`config.mk`:
```
export PLATFORM = sky130hd
export DESIGN_NAME = frame_scheduler
export DESIGN_NICKNAME = d
export VERILOG_FILES = /design/src/rtl/frame_scheduler.sv
export SDC_FILE = /design/constraint.sdc
export NUM_CORES = 1
export LEC_CHECK = 0
export ABC_CLOCK_PERIOD_IN_PS = 3000
export BUFFER_PORTS_ARGS = -buffer_cell sky130_fd_sc_hd__buf_2
export CAP_MARGIN = 40
export CORE_MARGIN = 2
export CORE_UTILIZATION = 50
export CTS_BUF_LIST = sky130_fd_sc_hd__clkbuf_4 sky130_fd_sc_hd__clkbuf_8
export CTS_CLUSTER_DIAMETER = 40
export CTS_CLUSTER_SIZE = 40
export DETAILED_ROUTE_END_ITERATION = 16
export PLACE_DENSITY_LB_ADDON = 0.05
export SLEW_MARGIN = 5
export SYNTH_ARGS = -nofsm -noshare
export SYNTH_HDL_FRONTEND = slang
export SYNTH_SLANG_ARGS = --single-unit
```
`constraint.sdc`:
```
create_clock -name clock -period 3 [get_ports clock]
set_clock_uncertainty 0.2 [all_clocks]
set_input_delay 0.3 -clock clock [delete_from_list [all_inputs] [get_ports clock]]
set_output_delay 0.3 -clock clock [all_outputs]
set_load 0.05 [all_outputs]
```
`src/rtl/frame_scheduler.sv`:
```
// frame_scheduler: picks changed or stale command channels and feeds
// their bytes one at a time to a UART transmitter with a timeout.
module frame_scheduler #(
    parameter int NCH       = 4,
    parameter int REFRESH   = 1024,
    parameter int TIMEOUT   = 4096,
    parameter int PRIO_MODE = 0
) (
    input  logic             clock,
    input  logic             reset_n,
    input  logic [NCH*8-1:0] ch_data,
    input  logic [NCH-1:0]   ch_en,
    input  logic             force_refresh,
    input  logic             tx_ready,
    output logic [7:0]       tx_bits,
    output logic             busy,
    output logic [2:0]       cur_ch,
    output logic [7:0]       timeout_cnt
);

    localparam int RW = (REFRESH > 1) ? $clog2(REFRESH) : 1;
    localparam int TW = (TIMEOUT > 1) ? $clog2(TIMEOUT) : 1;

    typedef enum logic [1:0] {
        IDLE,
        LOAD,
        WAIT_READY,
        GAP
    } state_t;

    state_t          state;
    state_t          state_nx;
    logic [7:0]      last_sent [NCH];
    logic [NCH-1:0]  stale;
    logic [NCH-1:0]  pending;
    logic [7:0]      snap;
    logic [7:0]      cur_byte;
    logic [2:0]      rr_ptr;
    logic [2:0]      next_ptr;
    logic [2:0]      win;
    logic            any_pend;
    logic [RW-1:0]   ref_cnt;
    logic [TW-1:0]   wait_cnt;
    logic            refresh_wrap;
    logic            timeout_hit;
    logic            done;
    logic            tmo;

    assign any_pend     = |pending;
    assign refresh_wrap = (ref_cnt == RW'(REFRESH - 1));
    assign timeout_hit  = (wait_cnt == TW'(TIMEOUT - 1));
    assign done         = (state == WAIT_READY) && tx_ready;
    assign tmo          = (state == WAIT_READY) && !tx_ready && timeout_hit;
    assign next_ptr     = (cur_ch == 3'(NCH - 1)) ? 3'd0 : cur_ch + 3'd1;
    assign busy         = (state != IDLE);

    // A channel needs sending when enabled and either changed or stale
    always_comb begin
        pending = '0;
        for (int i = 0; i < NCH; i++) begin
            pending[i] = ch_en[i] &&
                ((ch_data[8*i +: 8] != last_sent[i]) || stale[i]);
        end
    end

    // Winner: lowest index, or first index at/after rr_ptr (scan backwards so the nearest wins)
    always_comb begin
        int idx;
        idx = 0;
        win = '0;
        if (PRIO_MODE == 1) begin
            for (int i = NCH - 1; i >= 0; i--) begin
                if (pending[i]) win = 3'(i);
            end
        end else begin
            for (int k = NCH - 1; k >= 0; k--) begin
                idx = int'(rr_ptr) + k;
                if (idx >= NCH) idx = idx - NCH;
                if (pending[idx]) win = 3'(idx);
            end
        end
    end

    // Byte of the channel currently selected
    always_comb begin
        cur_byte = '0;
        for (int i = 0; i < NCH; i++) begin
            if (cur_ch == 3'(i)) cur_byte = ch_data[8*i +: 8];
        end
    end

    // Next-state and tx_bits; the no-op byte outside LOAD/WAIT_READY
    always_comb begin
        state_nx = state;
        tx_bits  = 8'h00;
        unique case (state)
            IDLE: begin
                if (any_pend) state_nx = LOAD;
            end
            LOAD: begin
                tx_bits  = cur_byte;
                state_nx = WAIT_READY;
            end
            WAIT_READY: begin
                tx_bits = snap;
                if (tx_ready) state_nx = GAP;
                else if (timeout_hit) state_nx = IDLE;
            end
            GAP: begin
                state_nx = IDLE;
            end
            default: state_nx = IDLE;
        endcase
    end

    // State register
    always_ff @(posedge clock) begin
        if (!reset_n) state <= IDLE;
        else state <= state_nx;
    end

    // Channel select, snapshot, wait timer, arbitration pointer, timeout count
    always_ff @(posedge clock) begin
        if (!reset_n) begin
            cur_ch      <= '0;
            snap        <= '0;
            rr_ptr      <= '0;
            wait_cnt    <= '0;
            timeout_cnt <= '0;
        end else begin
            if (state == IDLE && any_pend) cur_ch <= win;
            if (state == LOAD) begin
                snap     <= cur_byte;
                wait_cnt <= '0;
            end
            if (state == WAIT_READY) wait_cnt <= wait_cnt + 1'b1;
            if (done || tmo) rr_ptr <= next_ptr;
            if (tmo && timeout_cnt != 8'hFF) timeout_cnt <= timeout_cnt + 8'd1;
        end
    end

    // Sent-history, stale flags and refresh timer; a refresh set beats a completion clear
    always_ff @(posedge clock) begin
        if (!reset_n) begin
            for (int i = 0; i < NCH; i++) last_sent[i] <= '0;
            stale   <= '1;
            ref_cnt <= '0;
        end else begin
            ref_cnt <= refresh_wrap ? '0 : ref_cnt + 1'b1;
            for (int i = 0; i < NCH; i++) begin
                if (done && cur_ch == 3'(i)) begin
                    last_sent[i] <= snap;
                    stale[i]     <= 1'b0;
                end
            end
            if (refresh_wrap || force_refresh) stale <= '1;
        end
    end

endmodule

```
# [Yosys cells after proc, flatten, opt, wreduce, memory -nomap -nowiden]
# Memories as Yosys holds them, arrays and structs flattened.
# Cells that the tools add are included.
[classes] reduce_logical=28 order_cmp=8 muxes=49 bitwise_logic=5 n_addsub=11 n_eq_ne=15
[op_table] op="less-than comparator 32 x 4 -> 1 bit (second input constant)" n=4
[op_table] op="two-way mux 32 bit" n=4
[op_table] op="two-way mux 8 bit" n=8
[op_table] op="inequality test 8 bit" n=4
[op_table] op="two-way mux 12 bit" n=2
[op_table] op="two-way mux 1 bit" n=21
[op_table] op="case mux 8 bit (2 select lines)" n=1
[op_table] op="two-way mux 3 bit" n=5
[op_table] op="subtractor 4 x 3 -> 5 bit (second input constant)" n=3
[op_table] op="logical AND 1 bit" n=13
[op_table] op="adder 12 x 1 -> 12 bit (second input constant)" n=1
[op_table] op="equality test 12 bit (second input constant)" n=1
[op_table] op=">= comparator 4 x 3 -> 1 bit (second input constant)" n=3
[op_table] op="adder 10 x 1 -> 10 bit (second input constant)" n=1
[op_table] op="equality test 10 bit (second input constant)" n=1
[op_table] op="adder 3 x 2 -> 4 bit (second input constant)" n=2
[op_table] op="adder 8 x 1 -> 8 bit (second input constant)" n=1
[op_table] op="binary-select mux 1 bit (select 2 bit)" n=4
[op_table] op="inequality test 8 bit (second input constant)" n=1
[op_table] op="case mux 2 bit (4 select lines)" n=1
[op_table] op="equality test 3 x 2 -> 1 bit (second input constant)" n=2
[op_table] op="logical OR 1 bit" n=6
[op_table] op="two-way mux 2 bit" n=3
[op_table] op="adder 3 x 1 -> 4 bit (second input constant)" n=1
[op_table] op="17 further kinds" n=23
[word_totals] wordCells=128 ram_bits=32 out_inout_bits=20 mem_count=1 ff_bits=50
[memory_table] name="last_sent" depth=4 word_bits=8 read_ports=4 rd_clocked_by_memory_dff=0 write_ports=4 line="33" text="logic [7:0] last_sent [NCH];"

# [Longest topological paths before layout]
# Gate-level depths: netlist (run 1).
[logic_depth] word_depth=10 ltp_mapped=9

# [Worst setup path after synthesis (run 1)]
# Ideal clock, no wire load.
[synth_timing] path_type="register to output" startpoint="register cur_ch[0]" endpoint="output tx_bits[0]" t_arrival_ns=2.508 slack_ns=-0.008 path_stages_with_launch=9 path_buffers=1 path_cell_list="dfxtp_1 -> ha_1 -> clkbuf_1 -> nand2_1 -> a21oi_1 -> a21oi_1 -> o21ai_0 -> nand2_1 -> a21oi_1"
[synth_via] elab_chain_len=6
[synth_rtl] item="from (decl)" line="17" text="output logic [2:0] cur_ch,"
[synth_rtl] item="from (signal assigned)" line="131" text="if (state == IDLE && any_pend) cur_ch <= win;"
[synth_rtl] item="logical NOT 3 bit" line="88" text="if (cur_ch == 3'(i)) cur_byte = ch_data[8*i +: 8];"
[synth_rtl] item="two-way mux 8 bit (3 in series)" line="88"
[synth_rtl] item="two-way mux 8 bit (*)" line="88"
[synth_rtl] item="case mux 8 bit (2 select lines) (*)" line="96" text="unique case (state)"
[synth_rtl] item="to (decl)" line="15" text="output logic [7:0] tx_bits,"
# Mark *: on every way between the ends. The rest lies on a longest branch, timed or not.

# [Worst setup path after layout (run 1)]
[layout_timing] startpoint="register cur_ch[1]" endpoint="output tx_bits[2]"
# Same word-level chain as after synthesis.

==> results of run 1 <==
-- per-stage QoR --
step / cell area (um^2) / util, % / std cells / setup slack (ps) / hold WS, ps
final: 4950 / 59.6 / 636 / 106 / 57.0
after CTS: 4940 / 59.5 / 636 / 63.4 / 51.2
after detailed placement: 4730 / 57.0 / 620 / 391 / 237
after floorplan: 4360 / - / 470 / 250 / 222
after global routing: 4950 / 59.6 / 636 / 0.0753 / 53.0
after global placement: 4730 / 57.0 / 620 / 398 / 232
-- cells in the mapped netlist (4+ instances only) --
cell       n  area [um^2]
nand2_1   63          236
dfxtp_1   50         1000
a21oi_1   43          215
nor2_1    38          143
and2_1    32          200
edfxtp_1  32          961
xor2_1    28          245
xnor2_1   26          228
nand3_1   16         80.1
clkbuf_1  15         56.3
ha_1      14          175
inv_1     14         52.6
o21ai_0   13         65.1
and3_1    10         62.6
nand4_1   10         62.6
nand3b_1   9         67.6
nand2b_1   8         50.1
mux2i_1    6         60.1
a211oi_1   4         30.0
-- how the worst min path moves through the flow --
stage | startpoint | to | slack [ps] | cells past startpoint
2_1_floorplan | stale[0] | stale[0] | 220 | 2
3_3_place_gp | stale[1] | stale[1] | 230 | 2
3_5_place_dp | stale[3] | stale[3] | 240 | 2
4_1_cts | force_refresh | stale[1] | 50 | 3
5_1_grt | force_refresh | stale[1] | 50 | 3
6_report | force_refresh | stale[0] | 60 | 3
-- timing repair --
| action | 4_1_cts | 5_1_grt |
|---|---|---|
| setup endpoints to repair | 1 | 8 |
| cloned | 0 | 0 |
| resized for setup | 1 | 5 |
| hold buffers | 0 | 0 |
-- cell families (layout without fill, tap and decap cells) --
kind of cell	after synthesis	after routing	share of synthesized area, %
multiplexers	10	10	2.69
AND/OR/NAND/NOR	199	199	22.9
flip-flops	82	82	45.4
adder cells (fa/ha/maj)	14	14	4.05
AO/OA/AOI/OAI	79	79	10.7
buffers and inverters	32	93	3.36
XOR/XNOR	54	54	10.9
-- sequential cells by signal, indices dropped and copies added (netlist names) --
signal and cells:
snap 8, wait_cnt 12, stale 4, state 2
timeout_cnt 8, cur_ch 3, last_sent 32, ref_cnt 10
rr_ptr 3
-- cell type report --
class                           instances  area, um^2
Fill cell                             747        3350
Multi-Input combinational cell        356        2260
Sequential cell                        82        1960
Timing Repair Buffer                   62         323
Clock buffer                           10         138
Tap cell                              105         131
Inverter                               15        70.1
Clock inverter                          6        66.3
-- tightest hold or removal path, cell delays in order --
cell	delay, ps
buf_2	80
nor2_1	120
nand2_1	90
-- layer usage --
metal,GRT usage [%],vias up
li1,-,1727
met1,31.5,1582
met2,34.8,103
met3,5.27,12
met4,6.39,0
met5,0,-
-- where the power goes --
| group | leakage [nW] | total, mW | internal (mW) | switching (mW) |
|---|---|---|---|---|
| Clock | 0.0961 | 0.822 | 0.408 | 0.415 |
| Combinational | 1.08 | 0.511 | 0.180 | 0.332 |
| Sequential | 0.736 | 1.26 | 1.20 | 0.0581 |
| Total | 1.91 | 2.59 | 1.79 | 0.805 |
==> impl_results.md, run 1 <==
- Core Region: about 8300 um^2
- Vias in the first global route: 3349
- Final #Nets: 580
- Clock Pin Slew Worst Setup and Hold Paths: roughly 100 ps
- Synth Cell Area: around 4300 um^2
- Ys flop type: dfxtp_1
- Number of flops mapped to enable cells by yosys: 32
- VDD IR max: 0.264 mV
- Final setup violating endpoints: 0
- IO Pins: 60
- DRC Markers: 0
- Crit path cell chain: inv_1 -> ha_2 -> nand3b_1 -> a21oi_1 -> a21oi_1 -> o21ai_0 -> nand2_1 -> a21oi_2 -> buf_2
- # rows: 33
- Dpl hpwl: between 7 and 8 mm
- FF-to-FF End: cur_ch[0]
- Routed wl met3: approximately 700 um
- Critical path origin: cur_ch[1]
- Syn_nets: roughly 520
- Final hold vios: 0
- Yosys reg bits: between 80 and 90
- Clock Tree Root: clkbuf_8
- FMAX: 346 MHz
- CP dominant cell by count: a21oi_1
- Ys Warns: 0
- DRT iter0 DRCs: 166
- Fin crit share: around 96%
- Slowest cell on crit path: dfxtp_1
- Cells after synthesis: 470
- Pleak: ~1.9 nW
- RR Startpoint: last_sent[1][3]
- Skew-Pair Late Insertion Delay: roughly 350 ps
- WS Path Type: flip-flop to output port
- Detailed-route wire length: slightly above 10 mm
- M1 wire length: 4.81 mm
- Share of layout cells above drive strength 1: 17.7%
- Status: complete, no violations
- Actual slew at the worst max-slew pin: 786 ps
- CP max FO: 18
- Max incr delay on CP: 390 ps
- Most frequent cells in the layout: 63 x nand2_1, 57 x buf_2, 50 x dfxtp_1
- All-layer global routing usage: 22.5%
- Uppermost layer routed: met4
- Data required time of the critical path: around 2500 ps
- Die H: between 90 and 100 um
- Routed WL per cell: around 16 um
- CP delay by family, top: compound AO/OA/AOI/OAI gates
- Final total power: roughly 2.6 mW
- Async SR Flop Fraction: 0%
- CTS tree: built
- CTS Buffer Depth: 2
- Met2 WL: 4.47 mm
- CTS Buf Count: 9
- H-tree Lvls: 3
- Final Critical Period: 2890 ps
- Final Max Tran Viols: 0
- Diodes inserted: 0
- Area growth syn-to-layout: 14.3%
- # Post-CTS Setup Buffers: 0
- First-pass GRT wire length: between 15 and 20 mm
- WP buf/inv: 2
- Critical Path Sink: tx_bits[2]
- Syn Area/Cell: 9.20 um^2
- Buffers on Ports: 59
- Seq/Total Area, Yosys: 45.4%
- Vias per cell: 5.38
- Max Cap Violations: 0
- Commonest non-fill, non-tap cell in the layout: nand2_1
- Initial antenna violation count: 0
- R2R setup slack: between 400 and 500 ps
- Starting Density: 52.1%
- Pwr Density: 524 nW/um^2
- Worst min path class: input port to flip-flop
- Crit path depth: 9
- Antenna violation net count after detailed routing: 0
- WP data arrival: 2390 ps
- Die X-Extent: 97.0 um
- Die area: approximately 9400 um^2
- Via count: 3424
- Gr ovfl total: 0
- R2R depth: 7
- Slew margin rel.: 47.5%
- Largest net degree at the start of global routing: 26
- Cell variety after synth: 45
- Worst Setup Start Kind: flip-flop
- CP Capture Type: output port
- GP Congestion: 0.879
- First-pass DRT Iterations: 4
- RSZ-0062 raised after global routing: no
- Clk sinks: 82
- Setup tns final: 0 ps
(Power assumes the default switching activity.)
==> inputs of run 2 (changes only) <==
- ABC_CLOCK_PERIOD_IN_PS: 3000 -> 2900
- clock period: 3 -> 2.9 ns (I/O delays scaled with it)
==> impl_results.md, run 2 (synthesis results as in run 1) <==
- Top Registers: last_sent x32, wait_cnt x12, ref_cnt x10 (unchanged)
- H-tree Lvls: 3 (unchanged)
- Actual slew at the worst max-slew pin: 836 ps (was 786 ps)
- IO Pins: 60 (unchanged)
- FF-to-FF End: cur_ch[0] (unchanged)
- Largest net degree at the start of global routing: 26 (unchanged)
- DRT iter0 DRCs: 157 (was 166)
- Die area: 9410 um^2 (unchanged)
- Worst min path class: input port to flip-flop (unchanged)
- Gr ovfl total: 0 (unchanged)
- Final worst slack: 97.9 ps (was 106 ps)
- Area of placed instances: 4740 um^2 (was 4730 um^2)
- Share of layout cells above drive strength 1: 18.4% (was 17.7%)
- CTS Buf Count: 9 (unchanged)
- WP data arrival: 2310 ps (was 2390 ps)
- Clock Tree Root: clkbuf_8 (unchanged)
- R2R depth: 7 (unchanged)
- First-pass DRT Iterations: 4 (unchanged)
- Final Critical Period: 2800 ps
- CP max FO: 18 (unchanged)
- Initial antenna violation count: 0 (unchanged)
- Worst slack, placed: 260 ps (was 391 ps)
- Die H: 97.0 um (unchanged)
- Fin crit share: 96.6%
- Diodes inserted: 0 (unchanged)
- Die X-Extent: 97.0 um (unchanged)
- CTS Buffer Depth: 2 (unchanged)
- VDD IR max: 0.220 mV (was 0.264 mV)
- Number of flip-flops under the largest register name: 32 (unchanged)
- Antenna violation net count after detailed routing: 0 (unchanged)
- Area growth syn-to-layout: 15.1% (was 14.3%)
- Vias per cell: 5.36 (was 5.38)
- Finished Cell Area: 4980 um^2 (was 4950 um^2)
- # rows: 33 (unchanged)
- Clk sinks: 82 (unchanged)
- Status: complete, no violations (unchanged)
- All-layer global routing usage: 22.2% (was 22.5%)
- Core Region: 8300 um^2 (unchanged)
- Pwr Density: 546 nW/um^2 (was 524 nW/um^2)
- Fill cells: 773 (was 747)
- R2R setup slack: 290 ps (was 410 ps)
- Commonest non-fill, non-tap cell in the layout: nand2_1 (unchanged)
- Dpl hpwl: 7.44 mm (was 7.45 mm)
- HP Start: force_refresh (unchanged)
- CP Capture Type: output port (unchanged)
- Final #Nets: 581 (was 580)
- Final setup violating endpoints: 0 (unchanged)
- Clock Pin Slew Worst Setup and Hold Paths: 90 ps (was 100 ps)
- Slew margin rel.: 44.2% (was 47.5%)
- RR Startpoint: last_sent[1][7] (was last_sent[1][3])
- Final hold vios: 0 (unchanged)
- CTS Hold Bufs: 0 (unchanged)
- FMAX: 357 MHz
- GP Congestion: 0.886 (was 0.879)
- RSZ-0062 raised after global routing: no (unchanged)
- Hold Crit Depth: 3 (unchanged)
- CTS tree: built (unchanged)
- Via count: 3412 (was 3424)
- WS Path Type: flip-flop to output port (unchanged)
- Detailed-route wire length: 10.0 mm (was 10.1 mm)
- Pleak: 1.93 nW (was 1.91 nW)
- WHS Endpoint: stale[0] (unchanged)
- DRC Markers: 0 (unchanged)
- Final Max Tran Viols: 0 (unchanged)
- Vias in the first global route: 3347 (was 3349)
- Data required time of the critical path: 2410 ps (was 2500 ps)
- Setup tns final: 0 ps (unchanged)
- Buffers on Ports: 59 (unchanged)
- Worst Setup Start Kind: flip-flop (unchanged)
- Routed WL per cell: 15.7 um (was 15.9 um)
- Top reg by flops: last_sent (unchanged)
- Starting Density: 52.1% (unchanged)
- Skew-Pair Late Insertion Delay: 360 ps (was 350 ps)
- Final Core Density: 60.0% (was 59.6%)
- Max Cap Violations: 0 (unchanged)
- First-pass GRT wire length: 16.4 mm (was 16.8 mm)
- Most frequent cells in the layout: 63 x nand2_1, 54 x buf_2, 50 x dfxtp_1 (was 63 x nand2_1, 57 x buf_2, 50 x dfxtp_1)
- # Post-CTS Setup Buffers: 0 (unchanged)
run 2: changes by cell type in the layout (fill, tap and decap cells not counted), moves of 2 or more:
cell	before	now
buf_4	3	6
clkinvlp_4	2	0
buf_2	57	54
inv_6	0	3
run 2: what timing repair did:
| action | in CTS | in global routing |
|---|---|---|
| setup endpoints to repair | 8 | 8 |
| cloned | 0 | 0 |
| resized for setup | 4 | 9 |
run 2: metal layers:
metal / track usage, % / wire [um] / part of all wire (%)
met1: 29.8 / 4620 / 46
met2: 33.3 / 4240 / 42
met3: 4.77 / 751 / 7.5
met4: 12.0 / 381 / 3.8
met5: 0 / 0 / 0
run 2: through the flow:
| stage | instances | hold slack [ps] | power, mW |
|---|---|---|---|
| floorplan | 470 | 217 | 1.68 |
| global placement | 621 | 233 | 1.85 |
| detailed placement | 621 | 238 | 1.85 |
| CTS | 637 | 39.3 | 2.72 |
| global route | 637 | 54.8 | 2.84 |
| finish | 637 | 51.0 | 2.72 |
run 2: how the worst max path moves through the flow:
stage	cells after the start	slack [ps]	to	startpoint
floorplan	8	160	tx_bits[0]	cur_ch[0]
global placement	9	200	tx_bits[5]	cur_ch[1]
detailed placement	9	260	tx_bits[5]	cur_ch[1]
CTS	9	30	tx_bits[2]	cur_ch[1]
global route	9	6	tx_bits[1]	cur_ch[1]
finish	9	100	tx_bits[2]	cur_ch[1]
run 2: critical path, cell delays in order (launching register included):
cell      delay [ps]
dfxtp_1          380
inv_1            110
ha_4             230
nand3b_1         170
a21oi_1          200
a21oi_1           50
o21ai_0          240
nand2_1          140
a21oi_2          140
buf_2            290
run 2: layout make-up:
| class | count | area, um^2 | share of cell area (%) |
|---|---|---|---|
| multi-input cells | 356 | 2270 | 45.6 |
| flip-flops and latches | 82 | 1960 | 39.4 |
| repair buffers | 63 | 338 | 6.79 |
| well taps | 105 | 131 | 2.64 |
| clock buffers | 9 | 124 | 2.49 |
| clock inverters | 7 | 82.6 | 1.66 |
| inverters | 15 | 70.1 | 1.41 |
run 2: power breakdown:
group / switching [mW] / internal [mW]
clock: 0.463 / 0.415
sequential: 0.0584 / 1.24
combinational: 0.346 / 0.196
==> inputs of run 3 (changes only) <==
- CORE_UTILIZATION: 50 -> 45
==> impl_results.md, run 3 (synthesis results as in run 1) <==
- Final setup violating endpoints: 0 (unchanged)
- Clk sinks: 82 (unchanged)
- Largest net degree at the start of global routing: 26 (unchanged)
- Skew-Pair Late Insertion Delay: 350 ps (was 360 ps)
- Psw: 841 uW (was 867 uW)
- Data required time of the critical path: 2410 ps (about the same)
- P_int: 1.94 mW (was 1.85 mW)
- Max incr delay on CP: 380 ps (about the same)
- Share of layout cells above drive strength 1: 19.3% (was 18.4%)
- Pwr Density: 547 nW/um^2 (was 546 nW/um^2)
- Max Cap Violations: 0 (unchanged)
- CP max FO: 18 (unchanged)
- VDD IR max: 0.262 mV (was 0.220 mV)
- Clock group share of total power: 32.5% (was 32.3%)
- Final Core Density: 54.7% (was 60.0%)
- Die H: 102 um (was 97.0 um)
- WHS: 15.9 ps (was 51.0 ps)
- Fill cells: 900 (was 773)
- Die area: 10400 um^2 (was 9410 um^2)
- Actual slew at the worst max-slew pin: 849 ps (was 836 ps)
- FMAX: 354 MHz (was 357 MHz)
- Clock Tree Root: clkbuf_8 (unchanged)
- All-layer global routing usage: 21.2% (was 22.2%)
- Core Region: 9280 um^2 (was 8300 um^2)
- WP buf/inv: 2 (unchanged)
- DRC Markers: 0 (unchanged)
- GP Congestion: 0.801 (was 0.886)
- Top reg by flops: last_sent (unchanged)
- Area growth syn-to-layout: 17.4% (was 15.1%)
- Number of flip-flops under the largest register name: 32 (unchanged)
- Via count: 3446 (was 3412)
- Final #Nets: 587 (was 581)
- Switching Share: 30.3% (was 31.9%)
- First-pass DRT Iterations: 4 (unchanged)
- Uppermost layer routed: met4 (unchanged)
- Combinational share of power: 20.7% (was 19.9%)
- CTS Buf Count: 9 (unchanged)
- Final hold vios: 0 (unchanged)
- Dpl cells: 651 (was 621)
- # rows: 35 (was 33)
- Dpl hpwl: 7.72 mm (was 7.44 mm)
- Finished Cell Area: 5080 um^2 (was 4980 um^2)
- Final Max Tran Viols: 0 (unchanged)
- Final worst slack: 76.3 ps (was 97.9 ps)
- Fin cells: 667 (was 637)
- CP delay by family, top: compound AO/OA/AOI/OAI gates (unchanged)
- H-tree Lvls: 3 (unchanged)
- Die X-Extent: 102 um (was 97.0 um)
- Initial antenna violation count: 0 (unchanged)
- Area of placed instances: 4810 um^2 (was 4740 um^2)
- Crit path cell chain: inv_1 -> ha_4 -> nand3b_1 -> a21oi_1 -> a21oi_1 -> o21ai_0 -> nand2_1 -> a21oi_2 -> buf_4 (was inv_1 -> ha_4 -> nand3b_1 -> a21oi_1 -> a21oi_1 -> o21ai_0 -> nand2_1 -> a21oi_2 -> buf_2)
- CTS Buffer Depth: 2 (unchanged)
- Worst slack, placed: 172 ps (was 260 ps)
- Final total power: 2.78 mW (was 2.72 mW)
- Reg power frac: 46.8% (was 47.8%)
- Slowest cell on crit path: dfxtp_1 (unchanged)
- Vias in the first global route: 3294 (was 3347)
- WP data arrival: 2330 ps (was 2310 ps)
- Met2 WL: 4.50 mm (was 4.24 mm)
- Buffers on Ports: 59 (unchanged)
- Slew margin rel.: 43.3% (was 44.2%)
- Setup tns final: 0 ps (unchanged)
- Routed WL per cell: 15.6 um (was 15.7 um)
- CP dominant cell by count: a21oi_1 (unchanged)
- CTS Hold Bufs: 0 (unchanged)
- Pleak: 1.97 nW (was 1.93 nW)
- # Post-CTS Setup Buffers: 0 (unchanged)
- Diodes inserted: 0 (unchanged)
- Commonest non-fill, non-tap cell in the layout: nand2_1 (unchanged)
- Gr ovfl total: 0 (unchanged)
- Worst min path class: input port to flip-flop (unchanged)
- Antenna violation net count after detailed routing: 0 (unchanged)
- Detailed-route wire length: 10.4 mm (was 10.0 mm)
- DRT iter0 DRCs: 145 (was 157)
- CTS tree: built (unchanged)
- Starting Density: 46.6% (was 52.1%)
- Fin crit share: 97.4% (was 96.6%)
- Most frequent cells in the layout: 63 x nand2_1, 52 x buf_2, 49 x dfxtp_1 (was 63 x nand2_1, 54 x buf_2, 50 x dfxtp_1)
- Top Registers: last_sent x32, wait_cnt x12, ref_cnt x10 (unchanged)
- CP Capture Type: output port (unchanged)
- RSZ-0062 raised after global routing: yes (was no)
- Clock Pin Slew Worst Setup and Hold Paths: 80 ps (was 90 ps)
- IO Pins: 60 (unchanged)
- Final Critical Period: 2820 ps (was 2800 ps)
- Routed wl met3: 609 um (was 751 um)
- M1 wire length: 5.08 mm (was 4.62 mm)
- First-pass GRT wire length: 16.8 mm (was 16.4 mm)
- Vias per cell: 5.17 (was 5.36)
- Status: complete, no violations (unchanged)
- WS Path Type: flip-flop to output port (unchanged)
- Worst Setup Start Kind: flip-flop (unchanged)
run 3: cell types whose count changed in the layout (fill, tap and decap cells not counted), moves of 2 or more:
cell | previous run | this run
buf_2 | 54 | 52
buf_4 | 6 | 14
clkinv_2 | 0 | 2
ha_2 | 3 | 1
inv_6 | 3 | 0
o21ai_0 | 11 | 7
o21ai_1 | 5 | 9
run 3: tightest hold or removal path, stage by stage:
cell	delay (ps)
buf_2	70
nor2_1	100
nand2_1	70
run 3: routing by layer:
layer	vias up	global-route usage, %
met5	-	0
met4	0	5.54
met3	15	4.72
met2	83	32.5
met1	1604	30.6
li1	1744	-
run 3: what timing repair did:
action,CTS,global route
gates resized for setup,7,14
setup endpoints to repair,8,7
gates cloned,0,0
pin swaps,0,0
run 3: layout make-up:
cell class | count | area [um^2] | area share, %
multi-input cells | 356 | 2280 | 44.9
repair buffers | 69 | 388 | 7.64
well taps | 129 | 161 | 3.18
clock inverters | 7 | 92.6 | 1.82
inverters | 15 | 70.1 | 1.38
clock buffers | 9 | 124 | 2.44
flip-flops and latches | 82 | 1960 | 38.7
run 3: final timing paths:
check	from	slack, ps	cells after the start	endpoint
worst min register to register	stale[1]	260	2	stale[1]
worst min-delay path	force_refresh	20	3	stale[0]
worst max register to register	last_sent[1][3]	350	7	cur_ch[0]
worst max-delay path	cur_ch[1]	80	9	tx_bits[6]
run 3: power groups by stage:
stage	registers [mW]	clock network, mW	logic, mW
2_1_floorplan	1.31	0	0.365
3_3_place_gp	1.33	0	0.546
3_5_place_dp	1.33	0	0.547
4_1_cts	1.30	0.920	0.560
5_1_grt	1.31	0.982	0.633
6_report	1.30	0.902	0.575
